File: src/rtl/if_fetch_unit.sv
// if_fetch_unit: MIPS IF stage. Owns the PC, runs the ROM req/ack
// handshake, keeps a one-entry skid buffer and drives the ID registers.
module if_fetch_unit #(
    parameter logic [31:0] RESET_PC = 32'h0000_0000
) (
    input  logic        clk,
    input  logic        rst,
    input  logic        if_en,
    input  logic        if_rst,
    input  logic [2:0]  pc_src,
    input  logic [31:0] jump_target,
    input  logic [31:0] branch_target,
    input  logic [31:0] fwd_target,
    output logic        rom_req,
    output logic [31:0] rom_addr,
    input  logic        rom_ack,
    input  logic [31:0] rom_data,
    output logic        fetch_busy,
    output logic [31:0] inst_id,
    output logic [31:0] pc_id,
    output logic        if_valid
);

    typedef enum logic [1:0] {
        IDLE,
        WAIT,
        KILL,
        HOLD
    } state_t;

    localparam logic [2:0] SRC_JUMP   = 3'd1;
    localparam logic [2:0] SRC_BRANCH = 3'd2;
    localparam logic [2:0] SRC_FWD    = 3'd3;

    state_t      state;
    state_t      state_n;
    logic [31:0] pc;
    logic [31:0] pc_n;
    logic [31:0] req_addr;
    logic [31:0] req_addr_n;
    logic [31:0] skid_data;
    logic [31:0] skid_data_n;
    logic [31:0] skid_pc;
    logic [31:0] skid_pc_n;
    logic [31:0] inst_n;
    logic [31:0] pc_id_n;
    logic        valid_n;
    logic        xfer;
    logic        pending;
    logic        redirect;
    logic [31:0] target;

    assign rom_req    = (state == WAIT) || (state == KILL);
    assign rom_addr   = req_addr;
    assign xfer       = rom_req && rom_ack;
    assign pending    = rom_req && !rom_ack;
    assign fetch_busy = pending;

    always_comb begin
        target   = pc;
        redirect = 1'b0;
        case (pc_src)
            SRC_JUMP: begin
                target   = jump_target;
                redirect = if_en;
            end
            SRC_BRANCH: begin
                target   = branch_target;
                redirect = if_en;
            end
            SRC_FWD: begin
                target   = fwd_target;
                redirect = if_en;
            end
            default: begin
                target   = pc;
                redirect = 1'b0;
            end
        endcase
    end

    always_comb begin
        state_n     = state;
        pc_n        = pc;
        skid_data_n = skid_data;
        skid_pc_n   = skid_pc;
        inst_n      = inst_id;
        pc_id_n     = pc_id;
        valid_n     = if_valid;
        if (if_rst) begin
            inst_n      = '0;
            valid_n     = 1'b0;
            skid_data_n = '0;
            skid_pc_n   = '0;
            state_n     = pending ? KILL : WAIT;
        end else if (redirect) begin
            inst_n      = '0;
            valid_n     = 1'b0;
            skid_data_n = '0;
            skid_pc_n   = '0;
            pc_n        = {target[31:2], 2'b00};
            state_n     = pending ? KILL : WAIT;
        end else if (!if_en) begin
            unique case (state)
                IDLE: state_n = WAIT;
                WAIT: begin
                    if (xfer) begin
                        skid_data_n = rom_data;
                        skid_pc_n   = req_addr;
                        pc_n        = pc + 32'd4;
                        state_n     = HOLD;
                    end
                end
                KILL: begin
                    if (xfer) state_n = WAIT;
                end
                HOLD: state_n = HOLD;
            endcase
        end else begin
            unique case (state)
                IDLE: begin
                    inst_n  = '0;
                    valid_n = 1'b0;
                    state_n = WAIT;
                end
                WAIT: begin
                    if (xfer) begin
                        inst_n  = rom_data;
                        pc_id_n = req_addr;
                        valid_n = 1'b1;
                        pc_n    = pc + 32'd4;
                    end else begin
                        inst_n  = '0;
                        valid_n = 1'b0;
                    end
                end
                KILL: begin
                    inst_n  = '0;
                    valid_n = 1'b0;
                    if (xfer) state_n = WAIT;
                end
                HOLD: begin
                    inst_n  = skid_data;
                    pc_id_n = skid_pc;
                    valid_n = 1'b1;
                    state_n = WAIT;
                end
            endcase
        end
    end

    // The address only moves once the ROM has taken the current request.
    assign req_addr_n = pending ? req_addr : pc_n;

    always_ff @(posedge clk) begin
        if (rst) begin
            state     <= IDLE;
            pc        <= RESET_PC;
            req_addr  <= RESET_PC;
            skid_data <= '0;
            skid_pc   <= '0;
            inst_id   <= '0;
            pc_id     <= '0;
            if_valid  <= 1'b0;
        end else begin
            state     <= state_n;
            pc        <= pc_n;
            req_addr  <= req_addr_n;
            skid_data <= skid_data_n;
            skid_pc   <= skid_pc_n;
            inst_id   <= inst_n;
            pc_id     <= pc_id_n;
            if_valid  <= valid_n;
        end
    end

endmodule

File: config.mk
export PLATFORM = sky130hd
export DESIGN_NAME = if_fetch_unit
export DESIGN_NICKNAME = d
export VERILOG_FILES = /design/src/rtl/if_fetch_unit.sv
export SDC_FILE = /design/constraint.sdc
export NUM_CORES = 1
export LEC_CHECK = 0
export ABC_AREA = 1
export BUFFER_PORTS_ARGS = -buffer_cell sky130_fd_sc_hd__buf_4
export CORE_MARGIN = 4
export CORE_UTILIZATION = 58
export DETAILED_ROUTE_END_ITERATION = 6
export GPL_TIMING_DRIVEN = 0
export PLACE_DENSITY = 0.86
export SLEW_MARGIN = 20
export SYNTH_ARGS = -nofsm -noshare
export SYNTH_HDL_FRONTEND = slang
export SYNTH_SLANG_ARGS = --single-unit
export TNS_END_PERCENT = 1
File: constraint.sdc
create_clock -name clk -period 4.17 [get_ports clk]
set_clock_uncertainty 0.2 [all_clocks]
set_input_delay 0.834 -clock clk [delete_from_list [all_inputs] [get_ports clk]]
set_output_delay 0.834 -clock clk [all_outputs]
set_load 0.02 [all_outputs]
==> impl_metrics.json, run 1 <==
{
  "yosysTopAreaCell": "dfxtp_1",
  "fin_crit_sh_pct": 75.7,
  "drv_cap": 0,
  "first_pass_iters": 7,
  "final_nets": 1786,
  "crit_end": "fetch_busy",
  "die_w_um": 136,
  "synth.most_common_cell": "nand2_1",
  "p_leak_nw": 5.76,
  "seq_area_frac_synth_pct": 40.8,
  "yosys-top-cells-count": "nand2_1 (339), dfxtp_1 (195), inv_1 (195)",
  "worstPathArrival_ns": 2.12,
  "dp.final_hpwl_um": 24400,
  "slew-limit-headroom_pct": 56.6,
  "powerDensity_mw_per_mm2": 385,
  "cp-end-kind": "primary output",
  "clock_sinks": 195,
  "cp-start-kind": "flop",
  "ir_drop_mv": 0.350,
  "wl_um": 32100,
  "fp.coreArea_mm2": 0.0160,
  "crit_fanout": 5,
  "hold_path_class": "flop to flop",
  "ys_ff_latch": 195,
  "instances_no_fill": 1872,
  "grt_pass1_vias": 9930,
  "htree_levels": 4,
  "grt_max_degree": 18,
  "cts_tree": "yes",
  "synthDominantCellAreaShare_pct": 40.8,
  "synth_area_per_cell_um2": 6.84,
  "grt_overflow_total": 0,
  "clk_pin_slew_worst_paths_ns": 0.07,
  "worstRegToRegCells": 10,
  "hold_buffers": 0,
  "io_buffers": 226,
  "rsz0062_at_grt": "no",
  "io_pins": 235,
  "async_flop_share_pct": 0,
  "ys_types": 35,
  "start_util_pct": 59.8,
  "crit_type": "flop to primary output",
  "antenna_found_initial": 0,
  "fin_tns_setup_ns": 0,
  "vias": 10400,
  "reg2reg_setup_slack_ns": 1.42,
  "dieArea_mm2": 0.0186,
  "syn_to_final_growth_pct": 26.3,
  "worstSetupStartpoint": "state[0]",
  "wire_per_inst_um": 17.1,
  "slew_viol_final": 0,
  "cts_root_buf": "clkbuf_16",
  "fmax_mhz": 317,
  "yosys_warnings": 0,
  "synth-edff-count": 0,
  "reg2reg_from": "state[0]",
  "drt_iter0_drc": 997,
  "grt_pass1_wl_um": 50100,
  "placed_cells": 1841,
  "grt_usage_pct": 34.4,
  "diodes": 0,
  "synth_fp_nets": 1541,
  "viasPerCell": 5.56,
  "period_needed_ns": 3.16,
  "postSynthCellCount": 1399,
  "cts_max_path_buffers": 2,
  "cts_buffers": 17,
  "tightest_slew_ns": 0.650,
  "synth.cell_area_mm2": 0.00957,
  "cts_setup_buffers": 0,
  "drtAntennaViolNets": 0,
  "cp.required_ns": 3.14,
  "netlist_top_cells_area": "dfxtp_1 (41%), nand2_1 (13%), o21ai_0 (8.2%), inv_1 (7.7%), nor2_1 (4.4%)",
  "dieHeight_um": 136,
  "drc": 0,
  "clk_latency_ns": 0.44,
  "status": "finished, final reports clean",
  "gp_congestion": 0.992,
  "finalHoldViolations": 0,
  "cts_resized": 0,
  "layout-drive-gt1-share_pct": 20.7,
  "r2r_end": "skid_pc[21]",
  "setup_viol": 0,
  "synth_flop_cell": "dfxtp_1",
  "row_count": 46
}
==> logic make-up after synthesis <==
group	count (synthesis)	share of synthesized area (%)
xor+xnor	4	0.366
mux	32	3.77
fa+ha+maj	6	0.785
simple gates	571	24.7
compound gates	307	17.9
flops	195	40.8
buf+inv	284	11.6
==> sequential cells by signal (all words and copies together) (netlist names) <==
name,flops
inst_id,32
rom_addr,32
pc_id,32
if_valid,1
pc,32
state,2
skid_pc,32
skid_data,32
==> area by class of cell <==
| cell class | instances | area [µm²] |
|---|---|---|
| Buffer | 81 | 349 |
| Clock inverter | 12 | 103 |
| Multi-Input combinational cell | 920 | 4550 |
| Clock buffer | 19 | 443 |
| Timing Repair Buffer | 226 | 1700 |
| Sequential cell | 195 | 3900 |
| Fill cell | 1260 | 3920 |
| Inverter | 203 | 762 |
| Tap cell | 216 | 270 |
==> report_power, final <==
group	internal, mW	total [mW]	leakage (nW)	switching [mW]
clock network	0.789	1.54	0.263	0.752
logic	0.383	1.03	3.91	0.650
registers	1.97	2.08	1.59	0.104
total	3.14	4.65	5.76	1.51
==> how the worst min path moves through the flow <==
stage / slack [ns] / startpoint / cells after the start / end
6_report: 0.25 / pc_id[23] / 2 / pc_id[23]
3_3_place_gp: 0.23 / pc_id[21] / 2 / pc_id[21]
3_5_place_dp: 0.24 / pc_id[13] / 2 / pc_id[13]
4_1_cts: 0.25 / pc_id[13] / 2 / pc_id[13]
5_1_grt: 0.26 / pc_id[27] / 2 / pc_id[27]
2_1_floorplan: 0.23 / pc[0] / 2 / pc[0]
==> placed cells by master, fill, tap and decap left out, types with 4 or more instances in the layout <==
cell type | Yosys | layout
a21oi_1 | 83 | 83
a221oi_1 | 31 | 31
a22oi_1 | 15 | 15
buf_1 | 6 | 6
buf_2 | 30 | 30
buf_4 | 2 | 228
clkbuf_1 | 43 | 44
clkbuf_16 | 0 | 17
dfxtp_1 | 195 | 195
ha_1 | 6 | 6
inv_1 | 195 | 195
inv_2 | 8 | 8
inv_6 | 0 | 4
mux2_2 | 32 | 32
nand2_1 | 339 | 339
nand3_1 | 79 | 79
nand3b_1 | 7 | 7
nand4_1 | 7 | 7
nor2_1 | 111 | 111
nor2_2 | 6 | 6
nor3_1 | 11 | 11
o21ai_0 | 156 | 156
o21ai_1 | 11 | 11
==> worst max-delay path, cell delays in order, from the launching register on <==
cell     delay (ns)
dfxtp_1        0.41
inv_1          0.11
ha_1           0.39
inv_1          0.06
nor2_1         0.46
buf_4          0.25
==> layer usage <==
| metal | GRT usage (%) | vias to the layer above | wire length [µm] |
|---|---|---|---|
| met5 | 0 | - | 0 |
| met4 | 13.7 | 0 | 1140 |
| met3 | 7.48 | 84 | 3030 |
| met2 | 58.4 | 551 | 15200 |
| met1 | 42.6 | 4762 | 12800 |
| li1 | - | 5003 | - |
==> metrics by stage <==
stage          hold slack [ns]  util [%]  power (mW)  setup WS (ns)  area (µm²)
2_1_floorplan            0.225         -        2.66           1.72        9570
3_3_place_gp             0.233      72.1        3.10           1.45       11500
3_5_place_dp             0.237      72.1        3.12           1.44       11500
4_1_cts                  0.247      75.5        4.63           1.04       12100
5_1_grt                  0.264      75.5        4.82          0.969       12100
6_report                 0.246      75.5        4.65           1.01       12100
(Power assumes the default switching activity.)
==> run 2, diff against run 1 <==
--- a/config.mk
+++ b/config.mk
@@ -8,10 +8,10 @@
 export ABC_AREA = 1
 export BUFFER_PORTS_ARGS = -buffer_cell sky130_fd_sc_hd__buf_4
 export CORE_MARGIN = 4
-export CORE_UTILIZATION = 58
+export CORE_UTILIZATION = 54
 export DETAILED_ROUTE_END_ITERATION = 6
 export GPL_TIMING_DRIVEN = 0
-export PLACE_DENSITY = 0.86
+export PLACE_DENSITY = 0.81
 export SLEW_MARGIN = 20
 export SYNTH_ARGS = -nofsm -noshare
 export SYNTH_HDL_FRONTEND = slang
==> constraint.sdc (replaced) <==
create_clock -name clk -period 3.1 [get_ports clk]
set_clock_uncertainty 0.2 [all_clocks]
set_input_delay 0.62 -clock clk [delete_from_list [all_inputs] [get_ports clk]]
set_output_delay 0.62 -clock clk [all_outputs]
set_load 0.02 [all_outputs]
==> run 2 against run 1 <==
Combinational power increased by 33%. Via count decreased by 1.9%. Final area increased by 0.23%. Register-to-register slack got worse by 1.0 ns. Hold slack improved by 0.00073 ns. Worst setup slack got worse by 0.83 ns. Clock power increased by 37%. Final cell count increased by 0.48%. Flip-flop and latch count unchanged. First-iteration DRC count decreased by 16%. Critical endpoint unchanged. Largest power group unchanged. Highest routed layer unchanged.
==> impl_metrics.json, run 2 (synthesis results as in run 1) <==
{
  "io_pins": 235,
  "start_util_pct": 55.1,
  "cp.required_ns": 2.28,
  "worstRegToRegCells": 10,
  "cts_root_buf": "clkbuf_16",
  "reg2reg_from": "state[0]",
  "grt_max_degree": 19,
  "cp-start-kind": "flop",
  "fp.coreArea_mm2": 0.0174,
  "htree_levels": 4,
  "wire_per_inst_um": 16.3,
  "fmax_mhz": 342,
  "placed_cells": 1850,
  "row_count": 48,
  "gp_congestion": 0.986,
  "grt_pass1_vias": 9497,
  "grt_overflow_total": 0,
  "slew-limit-headroom_pct": 56.7,
  "hold_path_depth": 2,
  "fin_tns_setup_ns": 0,
  "whs_endpoint": "pc_id[16]",
  "vias": 10200,
  "dp.final_hpwl_um": 23400,
  "drt-met1-wl_um": 12600,
  "cts_tree": "yes",
  "reg2reg_setup_slack_ns": 0.40,
  "die_w_um": 141,
  "antenna_found_initial": 0,
  "hold_buffers": 0,
  "fin_crit_sh_pct": 94.3,
  "ir_drop_mv": 0.398,
  "diodes": 0,
  "worstPathArrival_ns": 2.10,
  "clk_latency_ns": 0.44,
  "instances_no_fill": 1881,
  "io_buffers": 226,
  "wl_met2_um": 14400,
  "finalHoldViolations": 0,
  "hold_path_class": "flop to flop",
  "slew_viol_final": 0,
  "topRoutingLayerUsed": "met4",
  "drv_cap": 0,
  "dieArea_mm2": 0.0199,
  "syn_to_final_growth_pct": 26.5,
  "grt_pass1_wl_um": 47900,
  "wl_um": 30600,
  "final_cell_mix": "nand2_1 (339), buf_4 (228), inv_1 (195), dfxtp_1 (195), o21ai_0 (156)",
  "final_util_pct": 69.8,
  "power_mw": 6.27,
  "cts_setup_buffers": 0,
  "drtAntennaViolNets": 0,
  "cts_max_path_buffers": 2,
  "period_needed_ns": 2.92,
  "clk_pin_slew_worst_paths_ns": 0.07,
  "met3_wirelength_um": 2740,
  "clock_sinks": 195,
  "layout_commonest_cell": "nand2_1",
  "grt_usage_pct": 30.0,
  "rsz0062_at_grt": "no",
  "r2r_end": "skid_pc[23]",
  "status": "finished, final reports clean",
  "powerDensity_mw_per_mm2": 518,
  "dieHeight_um": 141,
  "viasPerCell": 5.43,
  "final_nets": 1786,
  "crit_type": "flop to primary output",
  "p_leak_nw": 5.76,
  "cp-end-kind": "primary output",
  "hold_path.startpoint": "pc_id[16]",
  "cts_buffers": 17,
  "drc": 0,
  "setup_viol": 0,
  "cts_resized": 0,
  "crit_fanout": 5,
  "layout-drive-gt1-share_pct": 20.8,
  "tightest_slew_ns": 0.650,
  "first_pass_iters": 6,
  "drt_iter0_drc": 837
}
[run 2: cell types whose count changed in the layout (fill, tap and decap cells not counted), sizes merged]
| cell | previous run | this run |
|---|---|---|
| clkbuf | 62 | 61 |
| clkinvlp | 2 | 3 |
| inv | 207 | 208 |
| clkinv | 6 | 5 |
[run 2: critical path, stage by stage, from the launching register on]
cell	delay, ns
dfxtp_1	0.42
inv_1	0.11
ha_1	0.39
inv_1	0.06
nor2_1	0.44
buf_4	0.25
[run 2: metal layers]
metal | track usage (%) | up-vias
li1 | - | 4995
met1 | 39.2 | 4662
met2 | 49.4 | 480
met3 | 6.04 | 70
met4 | 10.6 | 0
met5 | 0 | -
[run 2: worst max-delay path by stage]
stage	start	end	slack (ns)	cells past startpoint
global route	state[0]	fetch_busy	0.08	5
finish	state[0]	fetch_busy	0.18	5
detailed placement	state[0]	skid_pc[23]	0.44	10
global placement	state[0]	skid_pc[29]	0.47	10
CTS	state[0]	fetch_busy	0.17	5
floorplan	state[0]	rom_addr[16]	0.78	10
[run 2: report_power, final]
group | total (mW) | switching, mW | internal, mW | leakage [nW]
Combinational | 1.37 | 0.858 | 0.514 | 3.91
Clock | 2.11 | 1.04 | 1.07 | 0.266
Sequential | 2.79 | 0.133 | 2.65 | 1.59
[run 2: layout make-up]
| type | instances | area [µm²] |
|---|---|---|
| Sequential cell | 195 | 3900 |
| Fill cell | 1525 | 5250 |
| Clock buffer | 18 | 439 |
| Clock inverter | 13 | 123 |
| Buffer | 81 | 349 |
| Multi-Input combinational cell | 920 | 4550 |
| Timing Repair Buffer | 226 | 1700 |
| Inverter | 203 | 762 |
| Tap cell | 225 | 282 |
[run 2: stage by stage]
step,worst slack [ns],area [µm²],hold slack [ns]
floorplan,0.779,9570,0.225
global placement,0.474,11500,0.235
detailed placement,0.436,11500,0.237
CTS,0.175,12100,0.249
global route,0.0791,12100,0.258
finish,0.178,12100,0.247
